<file path="src/rtl/demux_scan_pkg.sv">
// Shared constants, FSM state type and a set-bit search helper for demux_scan_ctrl.
package demux_scan_pkg;

  localparam int CHANNELS = 16;
  localparam int SEL_W    = 4;

  typedef enum logic [1:0] {
    IDLE    = 2'd0,
    SCAN    = 2'd1,
    FIN     = 2'd2,
    SKIPCHK = 2'd3
  } state_t;

  // Lowest set bit of word at or above index from; MSB of the result flags "none found".
  function automatic logic [SEL_W:0] find_set_from(input logic [CHANNELS-1:0] word,
                                                   input logic [SEL_W:0]      from);
    logic [SEL_W:0] res;
    res = {1'b1, {SEL_W{1'b0}}};
    for (int i = CHANNELS - 1; i >= 0; i--) begin
      if (word[i] && ((SEL_W + 1)'(i) >= from)) begin
        res = {1'b0, SEL_W'(i)};
      end
    end
    return res;
  endfunction

endpackage

</file>
<file path="src/rtl/demux_scan_ctrl_prescaler.sv">
// Dwell prescaler: counts 0..limit while enabled and flags the terminal count.
module scan_prescaler #(
  parameter int DIV_W = 8
) (
  input  logic             clk,
  input  logic             reset_n,
  input  logic             clr,
  input  logic             en,
  input  logic [DIV_W-1:0] limit,
  output logic [DIV_W-1:0] count,
  output logic             tc
);

  // Comparing against the limit means an all-ones limit never wraps the counter.
  assign tc = en && (count == limit);

  always_ff @(posedge clk) begin
    if (!reset_n) begin
      count <= '0;
    end else if (clr || tc) begin
      count <= '0;
    end else if (en) begin
      count <= count + 1'b1;
    end
  end

endmodule

</file>
<file path="src/rtl/demux_scan_ctrl.sv">
// Scan sequencer feeding a 16-way demux: walks the latched word one channel per dwell.
// Optional macro DEMUX_SCAN_SKIP_EN: present only channels whose latched bit is 1.
module demux_scan_ctrl #(
  parameter int CHANNELS = 16,
  parameter int SEL_W    = 4,
  parameter int DIV_W    = 8
) (
  input  logic                Clk,
  input  logic                Reset_n,
  input  logic                Start,
  input  logic [CHANNELS-1:0] Data,
  input  logic [DIV_W-1:0]    Div,
  output logic [SEL_W-1:0]    Choice,
  output logic                Bit,
  output logic                Valid,
  output logic                Busy,
  output logic                Done
);

  import demux_scan_pkg::*;

  localparam logic [SEL_W-1:0] LAST_CH = SEL_W'(CHANNELS - 1);

  state_t              state, state_n;
  logic [CHANNELS-1:0] word;
  logic [DIV_W-1:0]    div_q;
  logic [DIV_W-1:0]    dwell_cnt;
  logic [SEL_W-1:0]    chan, chan_n;
  logic [SEL_W-1:0]    choice_n;
  logic                bit_n, valid_n, busy_n, done_n;
  logic                load, tc;
`ifdef DEMUX_SCAN_SKIP_EN
  logic [SEL_W:0]      first, nxt;
`endif

  scan_prescaler #(
    .DIV_W (DIV_W)
  ) u_prescaler (
    .clk     (Clk),
    .reset_n (Reset_n),
    .clr     (load),
    .en      (state == SCAN),
    .limit   (div_q),
    .count   (dwell_cnt),
    .tc      (tc)
  );

  // Next-state logic also computes the next output values so every output leaves a flop.
  always_comb begin
    state_n  = state;
    chan_n   = chan;
    load     = 1'b0;
    choice_n = '0;
    bit_n    = 1'b0;
    valid_n  = 1'b0;
    busy_n   = 1'b0;
    done_n   = 1'b0;
`ifdef DEMUX_SCAN_SKIP_EN
    first = find_set_from(Data, '0);
    nxt   = find_set_from(word, {1'b0, chan} + 1'b1);
`endif
    case (state)
      IDLE, FIN: begin
        state_n = IDLE;
        if (Start) begin
          load   = 1'b1;
          busy_n = 1'b1;
`ifdef DEMUX_SCAN_SKIP_EN
          if (first[SEL_W]) begin
            state_n = SKIPCHK;
          end else begin
            state_n  = SCAN;
            chan_n   = first[SEL_W-1:0];
            choice_n = chan_n;
            bit_n    = 1'b1;
            valid_n  = 1'b1;
          end
`else
          state_n  = SCAN;
          chan_n   = '0;
          choice_n = '0;
          bit_n    = Data[0];
          valid_n  = 1'b1;
`endif
        end
      end
      SCAN: begin
        if (!tc) begin
          choice_n = chan;
          bit_n    = word[chan];
          valid_n  = 1'b1;
          busy_n   = 1'b1;
        end else begin
`ifdef DEMUX_SCAN_SKIP_EN
          if (nxt[SEL_W]) begin
            state_n = FIN;
            done_n  = 1'b1;
          end else begin
            chan_n   = nxt[SEL_W-1:0];
            choice_n = chan_n;
            bit_n    = 1'b1;
            valid_n  = 1'b1;
            busy_n   = 1'b1;
          end
`else
          if (chan == LAST_CH) begin
            state_n = FIN;
            done_n  = 1'b1;
          end else begin
            chan_n   = chan + 1'b1;
            choice_n = chan_n;
            bit_n    = word[chan_n];
            valid_n  = 1'b1;
            busy_n   = 1'b1;
          end
`endif
        end
      end
      SKIPCHK: begin
        state_n = FIN;
        done_n  = 1'b1;
      end
      default: begin
        state_n = IDLE;
      end
    endcase
  end

  always_ff @(posedge Clk) begin
    if (!Reset_n) begin
      state  <= IDLE;
      chan   <= '0;
      word   <= '0;
      div_q  <= '0;
      Choice <= '0;
      Bit    <= 1'b0;
      Valid  <= 1'b0;
      Busy   <= 1'b0;
      Done   <= 1'b0;
    end else begin
      state  <= state_n;
      chan   <= chan_n;
      Choice <= choice_n;
      Bit    <= bit_n;
      Valid  <= valid_n;
      Busy   <= busy_n;
      Done   <= done_n;
      if (load) begin
        word  <= Data;
        div_q <= Div;
      end
    end
  end

endmodule

</file>
<file path="config.mk">
export PLATFORM = sky130hd
export DESIGN_NAME = demux_scan_ctrl
export DESIGN_NICKNAME = d
export VERILOG_FILES = /design/src/rtl/demux_scan_pkg.sv /design/src/rtl/demux_scan_ctrl_prescaler.sv /design/src/rtl/demux_scan_ctrl.sv
export SDC_FILE = /design/constraint.sdc
export NUM_CORES = 1
export LEC_CHECK = 0
export CORE_MARGIN = 5
export CORE_UTILIZATION = 57
export DETAILED_ROUTE_END_ITERATION = 10
export GPL_ROUTABILITY_DRIVEN = 1
export PLACE_DENSITY_LB_ADDON = 0.08
export SYNTH_ARGS = -nofsm -noshare
export SYNTH_HDL_FRONTEND = slang
export SYNTH_HIERARCHICAL = 1
export SYNTH_SLANG_ARGS = --single-unit
</file>
<file path="constraint.sdc">
create_clock -name Clk -period 5.9 [get_ports Clk]
set_input_delay 1.18 -clock Clk [delete_from_list [all_inputs] [get_ports Clk]]
set_output_delay 1.18 -clock Clk [all_outputs]
set_load 0.01 [all_outputs]
</file>
== Word level (Yosys, flattened, before mapping) ==
Cells that the tools add are included.
Word-level totals
  bits in registers: 45
  input bits: 27
  output and inout port bits: 8
Operators by class
  add/subtract/negate cells: 2
  magnitude comparators: 2
  eq/ne operators: 9
  mux-type cells: 26
  bitwise operators: 1
  reduce and logical (&&, ||, !) cells: 9
Operator list (count)
  2-to-1 mux 4 bit: 5
  2-to-1 mux 1 bit: 12
  < comparator 4 x 5 -> 1 bit (second input constant): 2
  adder 8 x 1 -> 8 bit (second input constant): 1
  binary-select mux 1 bit (select 4 bit): 2
  == test 8 bit: 1
  inequality test 2 bit (second input constant): 4
  case mux 4 bit (2 select lines): 1
  case mux 1 bit (2 select lines): 3
  case mux 2 bit (3 select lines): 1
  adder 4 x 1 -> 4 bit (second input constant): 1
  == test 2 bit (second input constant): 2
  == test 4 bit (second input constant): 1
  2-to-1 mux 2 bit: 2
  AND reduction 2 bit: 2
  AND reduction 4 bit: 1
  OR reduction 2 bit: 2
  == test 2 x 1 -> 1 bit (second input constant): 1
  zero test 2 bit: 1
  nonzero test 2 bit: 1
  logical AND 1 bit: 1
  logical OR 1 bit: 1
  NOT 1 bit: 1

== Depth between registers and ports, before layout ==
  word-level depth: 6
  mapped depth: 10
  mapped depth without buffers: 8

== Hierarchy ==
The synthesis kept the hierarchy.
By module, submodules not included
  demux_scan_ctrl: instances 1, cells an instance 186, area each 1725.4 um^2
  scan_prescaler: instances 1, cells an instance 49, area each 439.2 um^2

== Least setup slack after synthesis ==
Ideal clock, no wire load.
  path type: in2reg
  start: input Start
  end: register u_prescaler.count[0]
  data arrival time: 2.179 ns
  slack: 3.657 ns
  stages on the path: 7
  path buffers: 2
  cell sequence: nand2b_1 > buf_2 > clkinv_1 > clkbuf_1 > nor2b_1 > o31ai_4 > nor2_1
Between the ends
  cells in the longest elaborated chain, start to end: 4
Ends and longest elaborated chain
  start: declaration: RTL line demux_scan_ctrl.sv:10  | input logic Start,
  2-to-1 mux 1 bit: RTL line demux_scan_ctrl.sv:65  | if (Start) begin
  2-to-1 mux 1 bit: RTL line demux_scan_ctrl.sv:62  | case (state)
  net load: RTL line demux_scan_ctrl.sv:31  | logic load, tc;
  logical OR 1 bit: RTL line demux_scan_ctrl_prescaler.sv:20  | end else if (clr || tc) begin
  OR reduction 2 bit (no line)
  end signal: assignment: RTL line demux_scan_ctrl_prescaler.sv:23  | count <= count + 1'b1;
  end: declaration: RTL line demux_scan_ctrl_prescaler.sv:10  | output logic [DIV_W-1:0] count,
The timed path passes the listed nets, and every way through them passes these cells.
A chain may end at the register's enable or synchronous reset.

== Worst setup path after layout ==
  start: input Start
  end: register u_prescaler.count[0]
Between the ends
  cells in the longest elaborated chain, start to end: 4
Ends and longest elaborated chain (RTL line)
  2-to-1 mux 1 bit: demux_scan_ctrl.sv:65
  2-to-1 mux 1 bit: demux_scan_ctrl.sv:62
  logical OR 1 bit: demux_scan_ctrl_prescaler.sv:20
  OR reduction 2 bit (no line)
Every way passes these cells.

==> flow_summary.ini <==
[outcome]
status = finished, final reports clean

[logic_synthesis]
synth_warnings = 6
synth-xor-area-share = 0.0763
syn_area_um2 = 2160
yosysMostFrequentCell = nand2_1
synth.yosys.seq_area_share = 0.416
syn_nets = 264
async_flop_share = 0
ys_dominant_reg_cell = dfxtp_1
syn_inst = 235
synth_fa_ha_area_frac = 0.0116
synth_area_leader_cell = dfxtp_1
synth.area.top_cells = dfxtp_1, nand2_1, a21boi_0, mux4_2, xnor2_1
yosysTopAreaCellShare = 0.416
synth.area.mux_share = 0.125
synth_edf_count = 0
synth_top_family_by_area = simple AND/OR/NAND/NOR gates
synth_cell_types = 36
yosys.area_share.simple = 0.200
synth_compound_gate_area_share = 0.129
ys_seq_elements = 45
synth_commonest_cells = nand2_1, dfxtp_1, a21boi_0, nor2_1, xnor2_1
syn_area_per_cell_um2 = 9.21

[pwr]
power_uw = 643
power.density_nw_per_um2 = 247
ir_worst_vdd_mv = 0.198
p_leak_nw = 0.910

[clocking]
post_cts_buffers = 0
clockRootBuffer = clkbuf_8
clkLatencyLatePin_ns = 0.30
numCtsBuffers = 5
hold_buffers = 0
cts_tree = done
clk_pin_slew_worst_paths_ns = 0.08
cts_num_sinks = 45
cts_max_level = 2
cts.repair.resized = 0
clock_path_buffers = 2

[floorplanning]
die-width_um = 71.6
rows = 22
die_area_um2 = 5130
core-area_um2 = 3660
start_util = 0.591
ios = 35
die_h_um = 71.6

[worst_setup_path]
worstSetupPathType = input pin to flop
cp.required_ns = 6.14
worst-r2r-cell-count = 8
path_cells = clkdlybuf4s50_1 -> nand2b_1 -> clkinv_1 -> nor2b_1 -> o31ai_4 -> nor2_1
r2r_start = state[0]$_SDFFE_PN0P_
cp_slowest_cell = clkinv_1
critical_path_arrival_ns = 3.88
crit_end = u_prescaler/count[0]$_SDFFE_PP0P_
cp-end-kind = flop
critPathLaunch = Start
r2r-end = chan[2]$_SDFFE_PN0P_
critPathMaxFanout = 26
max_stage_delay_ns = 0.89
cp-start-kind = input pin
r2r_setup_slack_ns = 2.90

[sta]
setup_viol = 0
fin_crit_sh = 0.617
rsz0062_at_grt = no
skew_ns = 0.00516
tns_ns = 0
worst_slew_pin_slew_ns = 1.03
hold_slack_ns = 0.484
fmax_ghz = 0.275
relSlewSlack = 0.309
final_hold_viol_count = 0
period_needed_ns = 3.64
final_max_slew_viol_count = 0

[global_route]
grt_first_pass_wirelength_mm = 6.78
grt_max_degree = 33
gr-total-overflow = 0
gr-usage-all-layers = 0.168
first_global_vias = 1475
antenna_found_initial = 0

[placement]
hpwl_mm = 2.90
globalplace.congestion = 0.800
numPlacedInstances = 303
placed_area_um2 = 2490
io_buffers = 34

[layout]
n_antenna_cell = 0
seq_area_um2 = 901
syn2layout_area_growth_pct = 20.3
multi_input_area_um2 = 1170
nFillCells = 297
stdcell_count = 311
fin_area_um2 = 2600
nets = 291
drive_above_1_share = 0.0837

[detailed_routing]
ant_nets = 0
highest_layer = met4
routedWlPerCell_um = 13.1
route.met2.wl_mm = 1.75
wl_met1_mm = 2.05
vias = 1625
routed_wl_mm = 4.09
vias_per_cell = 5.23
met3_length_um = 230
dr.pass1.iters = 4
drt_iter0_drc = 85
drc = 0

[flow_run]
maxCapViolations = 0

[hold_path]
hp-class = flop to flop
critical path, delay by kind of cell:
family                 cells  cell delay, ns
AO/OA/AOI/OAI              1            0.17
AND/OR/NAND/NOR            3            1.23
buffers and inverters      2            1.29
worst min-delay path by stage:
stage,start,to,cells past startpoint
after detailed placement,word[5]$_SDFFE_PN0P_,word[5]$_SDFFE_PN0P_,2
after floorplan,word[2]$_SDFFE_PN0P_,word[2]$_SDFFE_PN0P_,2
final,word[4]$_SDFFE_PN0P_,word[4]$_SDFFE_PN0P_,2
after CTS,word[5]$_SDFFE_PN0P_,word[5]$_SDFFE_PN0P_,2
after global placement,word[11]$_SDFFE_PN0P_,word[11]$_SDFFE_PN0P_,2
after global routing,word[4]$_SDFFE_PN0P_,word[4]$_SDFFE_PN0P_,2
area by class of cell:
class / count / share of cell area
Sequential cell: 45 / 0.346
Timing Repair Buffer: 34 / 0.131
Multi-Input combinational cell: 173 / 0.451
Inverter: 3 / 0.00432
Tap cell: 48 / 0.0231
Clock buffer: 7 / 0.0332
Clock inverter: 1 / 0.0115
report_power, final:
part	internal [mW]	leakage, nW	switching (mW)
clock network	0.138	0.0585	0.102
registers	0.316	0.367	0.0103
logic	0.0412	0.484	0.0357
logic make-up (layout without fill, tap and decap cells):
family / after synthesis / count (layout)
simple gates: 100 / 100
flops: 45 / 45
compound gates: 37 / 37
xor+xnor: 18 / 18
buf+inv: 17 / 45
mux: 16 / 16
fa+ha+maj: 2 / 2
through the flow:
| step | utilization | worst slack (ns) |
|---|---|---|
| detailed placement | 0.679 | 1.84 |
| finish | 0.711 | 2.26 |
| floorplan | - | 3.66 |
| global placement | 0.679 | 1.95 |
| global route | 0.711 | 1.94 |
| CTS | 0.711 | 2.16 |
flip-flops by register name (all words and copies together), names as in the netlist:
name,cells
state,2
word,16
Done,1
u_prescaler/count,8
Choice,4
chan,4
Busy,1
div_q,8
Bit,1
cell usage in the layout (no fill, tap or decap), types with 2 or more instances in the layout:
cell type	count
a21boi_0	26
a21oi_1	3
clkbuf_8	6
clkdlybuf4s50_1	34
dfxtp_1	45
ha_1	2
inv_1	2
mux2_2	3
mux2i_1	5
mux4_1	2
mux4_2	6
nand2_1	61
nand2b_1	2
nand3_1	4
nand4_1	3
nor2_1	17
nor2b_1	4
nor3_1	3
o21ai_0	3
or2b_1	2
xnor2_1	13
xor2_1	4
per-layer routing:
layer,vias up,GRT usage
met5,-,0
met4,0,0.0626
met3,7,0.0505
met2,33,0.262
met1,736,0.219
li1,849,-
(Power assumes the default switching activity.)
